<file path="config.mk">
export PLATFORM = sky130hd
export DESIGN_NAME = instr_loader
export DESIGN_NICKNAME = d
export VERILOG_FILES = /design/src/rtl/instr_loader.sv
export SDC_FILE = /design/constraint.sdc
export NUM_CORES = 1
export LEC_CHECK = 0
export CORE_MARGIN = 3
export CORE_UTILIZATION = 35
export DETAILED_ROUTE_END_ITERATION = 10
export PLACE_DENSITY = 0.61
export SLEW_MARGIN = 20
export SYNTH_ARGS = -nofsm -noshare
export SYNTH_HDL_FRONTEND = slang
export SYNTH_SLANG_ARGS = --single-unit
</file>
<file path="constraint.sdc">
create_clock -name clk -period 2.3 [get_ports clk]
set_input_delay 0.46 -clock clk [delete_from_list [all_inputs] [get_ports clk]]
set_output_delay 0.46 -clock clk [all_outputs]
set_load 0.005 [all_outputs]
</file>
<file path="src/rtl/instr_loader.sv">
// instr_loader: host-side writer for the core's 9-bit instruction memory.
// Accepts a byte-stream load frame {CNT_LO, CNT_HI, N x {LO, HI}, CHK} over a
// valid/ready handshake, unpacks it into instruction words and strobes them
// into the memory write port. The core is held until a complete program has
// been received and its XOR checksum verified.
//
// Ports:
//   clk       system clock, rising edge
//   reset     asynchronous, active-low reset
//   start     begin a new frame (honoured in IDLE/DONE/ERROR only)
//   inData    frame byte
//   inValid   inData valid
//   inReady   loader can accept a byte this cycle
//   wrEn      one-cycle write strobe per word
//   wrAddr    word address (word index k)
//   wrData    word data {HI[0], LO}
//   coreHold  high while the core must stay held (all states except DONE)
//   loadDone  program loaded and verified
//   loadError frame rejected
module instr_loader #(
    parameter int D = 12,
    parameter int W = 9
) (
    input  logic         clk,
    input  logic         reset,
    input  logic         start,
    input  logic [7:0]   inData,
    input  logic         inValid,
    output logic         inReady,
    output logic         wrEn,
    output logic [D-1:0] wrAddr,
    output logic [W-1:0] wrData,
    output logic         coreHold,
    output logic         loadDone,
    output logic         loadError
);

    typedef enum logic [2:0] {
        S_IDLE, S_CNT_LO, S_CNT_HI, S_WORD_LO, S_WORD_HI, S_CHK, S_DONE, S_ERROR
    } state_t;

    // Largest legal word count is 2^D (fills the whole memory).
    localparam logic [16:0] MAX_N = 17'(1) << D;

    state_t      state, stateNext;
    logic [15:0] cnt;
    logic [D:0]  idx;        // one extra bit so N = 2^D can be reached without wrap
    logic [7:0]  loByte;
    logic [7:0]  chkSum;

    logic        xfer;
    logic        startAccept;
    logic        hiOk;
    logic [15:0] nFull;
    logic [D:0]  idxNext;

    assign inReady     = (state == S_CNT_LO) || (state == S_CNT_HI) ||
                         (state == S_WORD_LO) || (state == S_WORD_HI) ||
                         (state == S_CHK);
    assign coreHold    = (state != S_DONE);
    assign loadDone    = (state == S_DONE);
    assign loadError   = (state == S_ERROR);

    assign xfer        = inValid && inReady;
    assign startAccept = start && ((state == S_IDLE) || (state == S_DONE) ||
                                   (state == S_ERROR));
    assign hiOk        = (inData[7:1] == 7'd0);
    assign nFull       = {inData, cnt[7:0]};
    assign idxNext     = idx + 1'b1;

    always_ff @(posedge clk or negedge reset) begin
        if (!reset) state <= S_IDLE;
        else        state <= stateNext;
    end

    always_comb begin
        stateNext = state;
        case (state)
            S_IDLE, S_DONE, S_ERROR:
                if (start) stateNext = S_CNT_LO;
            S_CNT_LO:
                if (xfer) stateNext = S_CNT_HI;
            S_CNT_HI:
                if (xfer) begin
                    if ({1'b0, nFull} > MAX_N) stateNext = S_ERROR;
                    else if (nFull == 16'd0)   stateNext = S_CHK;
                    else                       stateNext = S_WORD_LO;
                end
            S_WORD_LO:
                if (xfer) stateNext = S_WORD_HI;
            S_WORD_HI:
                if (xfer) begin
                    if (!hiOk)                        stateNext = S_ERROR;
                    else if (16'(idxNext) == cnt)     stateNext = S_CHK;
                    else                              stateNext = S_WORD_LO;
                end
            S_CHK:
                if (xfer) stateNext = (inData == chkSum) ? S_DONE : S_ERROR;
            default: stateNext = S_IDLE;
        endcase
    end

    // Datapath. The write is registered, so the strobe lands in the cycle after
    // the HI byte while the next byte is already being accepted.
    always_ff @(posedge clk or negedge reset) begin
        if (!reset) begin
            cnt    <= '0;
            idx    <= '0;
            loByte <= '0;
            chkSum <= '0;
            wrEn   <= 1'b0;
            wrAddr <= '0;
            wrData <= '0;
        end else begin
            wrEn <= 1'b0;
            if (startAccept) begin
                chkSum <= '0;
                idx    <= '0;
                wrAddr <= '0;
            end
            if (xfer && (state != S_CHK))
                chkSum <= chkSum ^ inData;
            if (xfer) begin
                case (state)
                    S_CNT_LO:  cnt[7:0]  <= inData;
                    S_CNT_HI:  cnt[15:8] <= inData;
                    S_WORD_LO: loByte    <= inData;
                    S_WORD_HI:
                        if (hiOk) begin
                            wrEn   <= 1'b1;
                            wrAddr <= idx[D-1:0];
                            wrData <= W'({inData[0], loByte});
                            idx    <= idxNext;
                        end
                    default: ;
                endcase
            end
        end
    end

endmodule

</file>
### Yosys cells after proc, flatten, opt, wreduce, memory -nomap -nowiden

Index checks and enable logic that the tools add are counted.

| storage, ports and cells | value |
|---|---|
| memories kept | 0 |
| ROM bits | 0 |
| bits in writable memories | 0 |
| output and inout port bits | 26 |
| word-level logic and storage cells | 73 |
| bits in latches | 0 |
| register bits after elaboration | 70 |

| operators by class | value |
|---|---|
| $lt $le $gt $ge | 1 |
| bitwise gates (word level) | 1 |
| reductions and logical operators | 19 |
| divide/modulo/power cells | 0 |
| muxes and demuxes | 25 |
| equality and inequality tests | 17 |
| shift operators | 0 |
| $mul | 0 |
| add/subtract/negate cells | 1 |

Operators by type and width:

| cell | count |
|---|---|
| 13-bit two-way mux | 4 |
| 12-bit two-way mux | 4 |
| 3-bit two-way mux | 10 |
| 3-bit case mux with 6 select lines | 1 |
| 13-bit by 16-bit == test with 1-bit output | 1 |
| 16-bit by 13-bit > comparator with 1-bit output (second input constant) | 1 |
| 16-bit zero test | 1 |
| 8-bit two-way mux | 2 |
| 13-bit by 1-bit adder with 13-bit output (second input constant) | 1 |
| 3-bit == test (second input constant) | 4 |
| 2-bit != test (second input constant) | 6 |
| 8-bit == test | 1 |
| 8-bit XOR | 1 |
| 7-bit zero test | 1 |
| 3-bit by 2-bit == test with 1-bit output (second input constant) | 2 |
| 1-bit logical OR | 6 |
| 3-bit != test (second input constant) | 2 |
| 2-bit AND reduction | 3 |
| 6-bit AND reduction | 1 |
| 1-bit two-way mux | 4 |
| 3-bit by 1-bit == test with 1-bit output (second input constant) | 1 |
| 1-bit logical AND | 3 |
| 3-bit zero test | 1 |
| 3-bit AND reduction | 1 |
| 2 further kinds | 2 |

### Longest topological paths before layout

Gate-level depths: netlist of run 1.

| depth | value |
|---|---|
| word-level depth | 8 |
| mapped depth | 8 |
| gate-level depth less buffers | 7 |

### Least setup slack after synthesis of run 1

OpenSTA, ideal clock, no wires.

| path | value |
|---|---|
| path type | register to register |
| from | register idx[0] |
| to | register state[1] |
| required time | 2.181 ns |
| period minus slack after synthesis | 1.961 ns |
| cell stages (with the launch flop) | 8 |
| arrival | 1.842 ns |
| setup slack | 0.339 ns |
| cell sequence | dfrtp_1 ha_1 and3_4 nand3_1 xnor2_1 a2111oi_2 nand4_1 o21ba_1 |

| between the ends | value |
|---|---|
| cells in the longest elaborated chain, start to end | 6 |

Ends and longest elaborated chain:

| element | RTL line | RTL |
|---|---|---|
| from (decl) | 47 | `logic [D:0] idx;` |
| from (signal assigned) | 133 | `idx <= idxNext;` |
| 13-bit by 1-bit adder with 13-bit output | 69 | `assign idxNext = idx + 1'b1;` |
| 13-bit by 16-bit == test with 1-bit output | 94 | `else if (16'(idxNext) == cnt) stateNext = S_CHK;` |
| 3-bit two-way mux | 94 |  |
| 3-bit two-way mux | 93 | `if (!hiOk) stateNext = S_ERROR;` |
| 3-bit two-way mux | 92 | `if (xfer) begin` |
| 3-bit case mux with 6 select lines | 78 | `case (state)` |
| to (signal assigned) | 73 | `else state <= stateNext;` |
| to (decl) | 45 | `state_t state, stateNext;` |

Every way passes these cells. The select of a mux whose other input is x is not followed.
A chain may end at the register's enable or synchronous reset.

### Worst setup path in the final report of run 1

| path | value |
|---|---|
| from | register state[2] |
| to | output loadDone |

| between the ends | value |
|---|---|
| cells in the longest elaborated chain, start to end | 1 |

Ends and longest elaborated chain:

| element | RTL line | RTL |
|---|---|---|
| 3-bit == test | 61 | `assign loadDone = (state == S_DONE);` |
| to (decl) | 34 | `output logic loadDone,` |

Every way passes these cells.

==> results of run 1 <==
==> state kept, by name (all words and copies together), names as in the netlist <==
signal / cells
chkSum: 8
cnt: 16
idx: 13
loByte: 8
state: 3
wrAddr: 12
wrData: 9
wrEn: 1
==> layer usage <==
metal  vias to the layer above  routed length (um)
li1                       1500                   -
met5                         -                   0
met4                         0                  53
met2                        70                4360
met1                      1532                4060
met3                         7                 388
==> worst max-delay path, delay by kind of cell, from the launching register on <==
kind | cells | cell delay (ns)
buf+inv | 2 | 0.54
flops | 1 | 0.48
simple gates | 2 | 0.32
==> cell usage in the layout (no fill, tap or decap), types with 5 or more instances in the layout <==
| cell type | count |
|---|---|
| nand2_1 | 81 |
| xnor2_1 | 17 |
| mux2_2 | 26 |
| nand2b_1 | 11 |
| dfrtp_1 | 69 |
| clkdlybuf4s50_1 | 36 |
| nor2_1 | 12 |
| o21ai_0 | 37 |
| o31ai_1 | 6 |
| nand4_1 | 6 |
| nor3_1 | 5 |
| xor2_1 | 5 |
| buf_4 | 33 |
| o21ai_1 | 5 |
| inv_1 | 7 |
| a21oi_1 | 9 |
| clkbuf_8 | 9 |
| nand3_1 | 28 |
==> cells in the mapped netlist, drive strengths merged, types with 4 or more instances <==
cell type | n | share of area [%]
o21ai | 42 | 5.6
dfrtp | 70 | 47
and3 | 4 | 0.84
nand2 | 81 | 8.1
nor3 | 7 | 1.1
xor2 | 5 | 1.2
clkbuf | 12 | 1.2
inv | 7 | 0.70
nand3 | 29 | 4.0
nor2 | 12 | 1.2
mux2 | 26 | 7.8
o31ai | 6 | 1.2
or3 | 4 | 0.67
nor4 | 4 | 1.0
nand2b | 11 | 1.8
buf | 15 | 2.7
nand4 | 6 | 1.0
xnor2 | 17 | 4.0
a21oi | 9 | 1.2
==> power breakdown <==
part | switching, mW | internal (mW) | total [mW]
clock network | 0.498 | 0.509 | 1.01
registers | 0.321 | 1.54 | 1.86
logic | 0.635 | 0.723 | 1.36
==> area by class of cell <==
cell class                 instances  area [um2]  area share, %
clock buffer                      10         128           2.77
clock inverter                     6        70.1           1.52
inverter                           7        26.3          0.569
multi-input combinational        295        1810           39.3
sequential                        70        1750           38.0
tap                              136         170           3.69
timing repair buffer              72         653           14.2
==> path summary, 6_finish.rpt <==
path	end	slack, ns	cells after the start	startpoint
max	loadDone	0.15	4	state[2]$_DFFE_PN0P_
min	idx[8]$_DFF_PN0_	0.03	1	reset
max reg2reg	state[1]$_DFFE_PN0P_	0.23	6	idx[10]$_DFF_PN0_
min reg2reg	wrData[2]$_DFFE_PN0P_	0.47	2	wrData[2]$_DFFE_PN0P_
max in group asynchronous	cnt[7]$_DFFE_PN0P_	1.66	2	reset
min in group clk	wrData[2]$_DFFE_PN0P_	0.47	2	wrData[2]$_DFFE_PN0P_
==> stage by stage <==
step / utilization [%] / area [um2] / total power [mW] / hold slack [ns]
global placement: 42.5 / 4410 / 3.19 / 0.408
floorplan: - / 3730 / 2.78 / 0.164
finish: 44.5 / 4610 / 4.22 / 0.0315
detailed placement: 42.5 / 4410 / 3.24 / 0.414
global route: 44.5 / 4610 / 4.51 / 0.0399
CTS: 44.4 / 4610 / 4.26 / 0.0275
==> cells by family after synthesis <==
kind of cell | Yosys count | share of synthesized area [%]
AOI/OAI and AO/OA | 74 | 12.5
xor gates and xnor gates | 22 | 5.16
adders and majority gates | 1 | 0.335
buffers and inverters | 34 | 4.66
DFF | 70 | 46.9
muxes | 26 | 7.84
and+or+nand+nor | 172 | 22.6
==> qor.csv, run 1 <==
metric;value;unit
pwr dens;915;nW/um2
cts hold-fix bufs;0;
CTS buffer count;9;
Final Slew Violations;0;
Antenna Cells;0;
routed length per instance;14.9;um
Vias/cell;5.22;
initial antenna violation count;0;
max-cap violations;0;
Post-Syn Nets;412;
final hold violation count;0;
RSZ-0062 raised after global routing;false;
Overall Global Routing Usage;15.8;%
status;completed;
GRT Residual Overflow;0;
Fmax;0.465;GHz
met3 Use GR;3.76;%
Routed Antenna Nets;0;
Crit Path Class;register to output port;
Cell variety after synth;50;
clk slew on worst S/H paths;0.08;ns
Hold Path Class;input port to async pin;
final non-filler cell total;596;
Num Clock Sinks;70;
PnR worst setup slack;0.148;ns
drt first pass iters;5;
fin crit period;2.15;ns
CP max stage delay;0.48;ns
Yosys reg bits;70;
vias in the first global route;2967;
setup TNS;0;ns
filler instances;1026;
Post-synth EDFFs;0;
Synth Area per Inst;9.36;um2
layout cells sized above 1;19.3;%
Total Routed Length;8860;um
Iter 0 DRT Violations;132;
Core Area;10400;um2
die area;11900;um2
fraction of registers with async set/reset;100;%
CP Data Arrival Time;1.69;ns
period utilisation layout;93.5;%
synthesized area;3730;um2
Via Count;3109;
final setup vio count;0;
grt met2 use;26.7;%
Layout area overhead;23.6;%
clk buf depth;2;
Most Crowded Layer GR;met2;
Buffers on Ports;37;
slowest CP cell;dfrtp_2;
largest net degree at the start of global routing;36;
Chip Height;109;um
Rel. slew slack;72.4;%
Critical Path Start Type;register;
placer's final routability congestion estimate;0.884;
Residual DRC;0;
cell chain of the critical path;and2_1 > nand2b_1 > inv_1 > clkdlybuf4s50_1;
crit path max fanout;12;
Worst-Margin Slew;0.414;ns
placed cell count;580;
ys flop type;dfrtp_1;
Worst EP required;1.84;ns
Root Buffer;clkbuf_8;
post-CTS setup buffer count;0;
CTS H-tree lvls;3;
Final Skew;0.00976;ns
Rows;37;
Post-Place Setup Slack;-0.00439;ns
Nets;468;
Global Route met1 Usage;20.8;%
Setup crit end kind;output port;
number of I/O pins;38;
Worst VDD drop;0.472;mV
Synth Warn #;0;
PostCTS Resize Cnt;0;
Starting Density;36.0;%
Post-DP HPWL;6570;um
Synth Instances;399;
first-pass GRT wire length;14800;um
Clock Latency Late Sink;0.35;ns
TritonCTS clock tree;yes;
sequential cell area fraction in the yosys report;46.9;%
Pleak;2.01;nW
Die Wd;109;um
(Power assumes the default switching activity.)
==> run 2, diff against run 1 <==
--- a/config.mk
+++ b/config.mk
@@ -7,7 +7,9 @@
 export LEC_CHECK = 0
 export CORE_MARGIN = 3
 export CORE_UTILIZATION = 35
+export CTS_CLUSTER_SIZE = 40
 export DETAILED_ROUTE_END_ITERATION = 10
+export HOLD_SLACK_MARGIN = 0.15
 export PLACE_DENSITY = 0.61
 export SLEW_MARGIN = 20
 export SYNTH_ARGS = -nofsm -noshare
==> qor.csv, run 2 (synthesis gave the netlist of run 1 again) <==
metric;value;unit
status;completed;
period utilisation layout;93.3;%
Post-DP HPWL;6570;um
WHS Endpoint;wrData[2]$_DFFE_PN0P_;
Crit Path Class;register to output port;
pwr dens;913;nW/um2
GRT Residual Overflow;0;
Root Buffer;clkbuf_8;
largest net degree at the start of global routing;36;
RSZ-0062 raised after global routing;false;
number of I/O pins;38;
Overall Global Routing Usage;15.8;%
dpl cell area;4410;um2
initial antenna violation count;0;
Final Slew Violations;0;
HP Start;wrData[2]$_DFFE_PN0P_;
CTS H-tree lvls;3;
Total Routed Length;8860;um
Vias/cell;5.22;
FF-to-FF End;state[1]$_DFFE_PN0P_;
TritonCTS clock tree;yes;
critical path's top delay family;buffers and inverters;
Setup crit start;state[2]$_DFFE_PN0P_;
most common cell after layout, fill and taps aside;nand2_1;
Critical Path Start Type;register;
fin area;4620;um2
Routed Antenna Nets;0;
final setup vio count;0;
Iter 0 DRT Violations;155;
reg2reg path depth;6;
layout cells sized above 1;19.3;%
R2R Setup Slk;0.23;ns
Final Skew;0.00998;ns
Antenna Cells;0;
Largest register FFs;16;
Num Clock Sinks;70;
Fmax;0.466;GHz
biggest regs;cnt x16, idx x13, wrAddr x12;
Hold Path Depth;2;
Layout area overhead;23.8;%
cell chain of the critical path;and2_1 > nand2b_1 > inv_1 > clkdlybuf4s50_1;
Worst-Margin Slew;0.421;ns
slowest CP cell;dfrtp_2;
Clock Latency Late Sink;0.35;ns
final hold violation count;0;
clk slew on worst S/H paths;0.08;ns
Residual DRC;0;
Hold Path Class;register to register;
Reg with most FFs;cnt;
Starting Density;36.0;%
Pleak;2.01;nW
Buffers on Ports;37;
Worst EP required;1.84;ns
max-cap violations;0;
Rows;37;
commonest cells after routing, fill and taps aside;81 x nand2_1, 69 x dfrtp_1, 37 x o21ai_0;
Worst R2R Start;idx[10]$_DFF_PN0_;
first-pass GRT wire length;14800;um
CP max stage delay;0.48;ns
Setup crit end kind;output port;
fin crit period;2.15;ns
clk buf depth;2;
Die Wd;109;um
CP Data Arrival Time;1.69;ns
placer's final routability congestion estimate;0.884;
Chip Height;109;um
Worst VDD drop;0.472;mV
die area;11900;um2
Nets;469;
drt first pass iters;5;
routed length per instance;14.8;um
WP buf/inv;2;
CTS buffer count;9;
Rel. slew slack;72.0;%
vias in the first global route;2967;
crit path max fanout;12;
Core Area;10400;um2
Via Count;3119;
hold slack;0.475;ns
-- run 2: worst reg2reg max path, cell delays in order, from the launching register on --
cell       delay (ns)
dfrtp_1          0.47
or3_1            0.38
a31oi_1          0.17
a211oi_1         0.11
a2111oi_2        0.40
nand4_1          0.20
o21ba_1          0.22
-- run 2: per-stage QoR --
step / util, % / power [mW] / TNS, ns / worst slack (ns) / instances
2_1_floorplan: - / 2.78 / 0 / 0.339 / 399
3_3_place_gp: 42.5 / 3.19 / 0 / 0.0311 / 580
3_5_place_dp: 42.5 / 3.24 / -0.00439 / -0.00439 / 580
4_1_cts: 44.5 / 4.26 / 0 / 0.0656 / 597
5_1_grt: 44.6 / 4.51 / 0 / 0.0207 / 597
6_report: 44.6 / 4.22 / 0 / 0.155 / 597
-- run 2: how the worst max path moves through the flow --
stage,end,slack (ns),cells after the start
after floorplan,state[1]$_DFFE_PN0P_,0.34,7
after global placement,idx[10]$_DFF_PN0_,0.03,8
after detailed placement,idx[10]$_DFF_PN0_,-0.004,8
after CTS,loadDone,0.07,4
after global routing,state[1]$_DFFE_PN0P_,0.02,6
final,loadDone,0.15,4
-- run 2: metal layers --
metal  up-vias  share of wire, %  wire length [um]  GRT usage [%]
li1       1501                 -                 -              -
met1      1521                46              4050           20.8
met2        90                49              4320           26.7
met3         7               4.9               434           3.76
met4         0              0.60                53           3.03
met5         -                 0                 0              0
-- run 2: area by class of cell --
class	instances	area [um2]
fillers	1025	5750
inverters	7	26.3
clock inverters	6	70.1
multi-input cells	295	1810
repair buffers	73	663
well taps	136	170
clock buffers	10	128
flip-flops and latches	70	1750
-- run 2: power breakdown --
| group | switching, mW | total [mW] | internal (mW) |
|---|---|---|---|
| sequential | 0.319 | 1.85 | 1.54 |
| clock | 0.499 | 1.01 | 0.509 |
| combinational | 0.636 | 1.36 | 0.724 |
| total | 1.45 | 4.22 | 2.77 |
-- run 2: repair_timing --
action | in CTS | in global routing
resized for setup | 0 | 2
setup endpoints to repair | 0 | 2
endpoints found under the hold margin | 15 | 0
hold buffers | 1 | 0
setup buffers | 0 | 0
==> run 3, diff against run 2 <==
--- a/config.mk
+++ b/config.mk
@@ -5,12 +5,14 @@
 export SDC_FILE = /design/constraint.sdc
 export NUM_CORES = 1
 export LEC_CHECK = 0
+export ABC_AREA = 1
 export CORE_MARGIN = 3
-export CORE_UTILIZATION = 35
+export CORE_UTILIZATION = 53
 export CTS_CLUSTER_SIZE = 40
 export DETAILED_ROUTE_END_ITERATION = 10
 export HOLD_SLACK_MARGIN = 0.15
-export PLACE_DENSITY = 0.61
+export PLACE_DENSITY = 0.83
+export SETUP_SLACK_MARGIN = 0.1
 export SLEW_MARGIN = 20
 export SYNTH_ARGS = -nofsm -noshare
 export SYNTH_HDL_FRONTEND = slang
==> qor.csv, run 3 <==
metric;value;unit
status;completed;
area occupied by multi-input gates;1510;um2
final setup vio count;0;
ys flop type;dfrtp_1;
fin util;66.2;%
dominant cell type by area after synthesis;dfrtp_1;
layout cells sized above 1;8.84;%
Rel. slew slack;59.3;%
Num Clock Sinks;70;
Vias/cell;5.43;
Worst VDD drop;0.604;mV
most common cell after layout, fill and taps aside;nand2_1;
Crit Path Class;register to output port;
fin crit period;2.16;ns
HP Start;loByte[6]$_DFFE_PN0P_;
synth cell count leaders;150 x nand2_1, 70 x dfrtp_1, 52 x nand3_1;
commonest cells after routing, fill and taps aside;150 x nand2_1, 70 x dfrtp_1, 52 x nand3_1;
Fmax;0.464;GHz
die area;7630;um2
Largest register FFs;16;
hold slack;0.477;ns
Buffers on Ports;37;
drt first pass iters;5;
Post-Syn Nets;458;
Nets;506;
Synth Instances;445;
reg2reg path depth;12;
Worst-Margin Slew;0.610;ns
clk slew on worst S/H paths;0.08;ns
Die Wd;87.4;um
R2R Setup Slk;0.33;ns
first-pass GRT wire length;13800;um
Final Skew;0.00942;ns
Post-DP HPWL;5740;um
Worst R2R Start;idx[1]$_DFF_PN0_;
placer's final routability congestion estimate;0.942;
Rows;29;
top-count cell post-synth;nand2_1;
Post-synth EDFFs;0;
pwr dens;924;nW/um2
max-cap violations;0;
CP Data Arrival Time;1.70;ns
largest net degree at the start of global routing;46;
Setup crit start;state[1]$_DFFE_PN0P_;
vias in the first global route;3005;
Worst EP required;1.84;ns
CTS H-tree lvls;3;
GRT Residual Overflow;0;
post-synth top area share;49.9;%
Core Area;6390;um2
final hold violation count;0;
Hold Path Class;register to register;
Reg with most FFs;cnt;
Synth Area per Inst;7.88;um2
Layout area overhead;20.5;%
Residual DRC;0;
sequential cell area fraction in the yosys report;49.9;%
Routed Antenna Nets;0;
filler instances;526;
initial antenna violation count;0;
fraction of registers with async set/reset;100;%
Root Buffer;clkbuf_8;
Overall Global Routing Usage;23.3;%
clk buf depth;2;
biggest regs;cnt x16, idx x13, wrAddr x12;
CTS buffer count;9;
Starting Density;54.9;%
Via Count;3123;
Setup crit end kind;output port;
crit path max fanout;4;
sequential cell area;1750;um2
Synth Warn #;0;
Iter 0 DRT Violations;237;
Pleak;2.01;nW
FF-to-FF End;state[1]$_DFFE_PN0P_;
Antenna Cells;0;
synthesized area;3510;um2
period utilisation layout;93.8;%
RSZ-0062 raised after global routing;true;
Critical Path Sink;inReady;
Clock Latency Late Sink;0.35;ns
Final Slew Violations;0;
Chip Height;87.4;um
largest cells by area after synthesis;dfrtp_1 50%, nand2_1 16%, nand3_1 7.4%;
routed length per instance;14.1;um
Hold Path Depth;2;
Total Routed Length;8110;um
number of I/O pins;38;
TritonCTS clock tree;yes;
Yosys reg bits;70;
Cell variety after synth;27;
Critical Path Start Type;register;
[run 3: critical path, stage by stage (launching register included)]
cell             delay (ns)
dfrtp_1                0.44
inv_1                  0.15
nand2_1                0.10
nand3_1                0.13
clkdlybuf4s50_1        0.52
[run 3: layout make-up]
type                            instances  share of cell area [%]
Multi-Input combinational cell        314                    35.6
Clock buffer                           10                    3.02
Clock inverter                          6                    2.22
Inverter                               50                    4.47
Timing Repair Buffer                   48                    10.9
Sequential cell                        70                    41.4
Tap cell                               77                    2.28
[run 3: worst min-delay path by stage]
stage	slack (ns)	endpoint
floorplan	0.16	chkSum[0]$_DFFE_PN0P_
global placement	0.46	wrData[6]$_DFFE_PN0P_
detailed placement	0.46	wrData[6]$_DFFE_PN0P_
CTS	0.48	wrData[6]$_DFFE_PN0P_
global route	0.51	cnt[15]$_DFFE_PN0P_
finish	0.48	wrData[6]$_DFFE_PN0P_
[run 3: cells by family (layout without fill, tap and decap cells)]
logic type	after synthesis	count (layout)	share of synthesized area, %
XOR/XNOR	8	8	2.00
adder cells (fa/ha/maj)	1	1	0.357
flip-flops	70	70	49.9
AND/OR/NAND/NOR	245	245	31.5
AO/OA/AOI/OAI	60	60	8.77
buffers and inverters	61	114	7.49
[run 3: metal layers]
layer | up-vias | share of wire (%) | routed length, um | GRT usage, %
li1 | 1538 | - | - | -
met1 | 1470 | 46 | 3710 | 30.0
met2 | 101 | 48 | 3850 | 37.9
met3 | 14 | 5.0 | 407 | 5.30
met4 | 0 | 1.7 | 138 | 8.93
met5 | - | 0 | 0 | 0
[run 3: through the flow]
step                TNS [ns]  instance area, um2  power [mW]  std cells  setup slack (ns)
CTS                        0                4210        3.89        574             0.118
global placement           0                3980        2.71        557            0.0527
global route               0                4230        4.16        575            0.0551
finish                     0                4230        3.91        575             0.143
detailed placement    -0.585                3980        2.76        557           -0.0643
floorplan                  0                3510        2.44        445             0.637
[run 3: what timing repair did]
action,CTS,global route
endpoints found under the setup margin,1,4
buffers inserted,0,1
endpoints found under the hold margin,25,0
gates resized for setup,1,2
cloned,0,0
hold buffers,1,0
[run 3: power breakdown]
group	switching, mW	internal (mW)
clock network	0.499	0.618
logic	0.671	0.408
registers	0.203	1.51
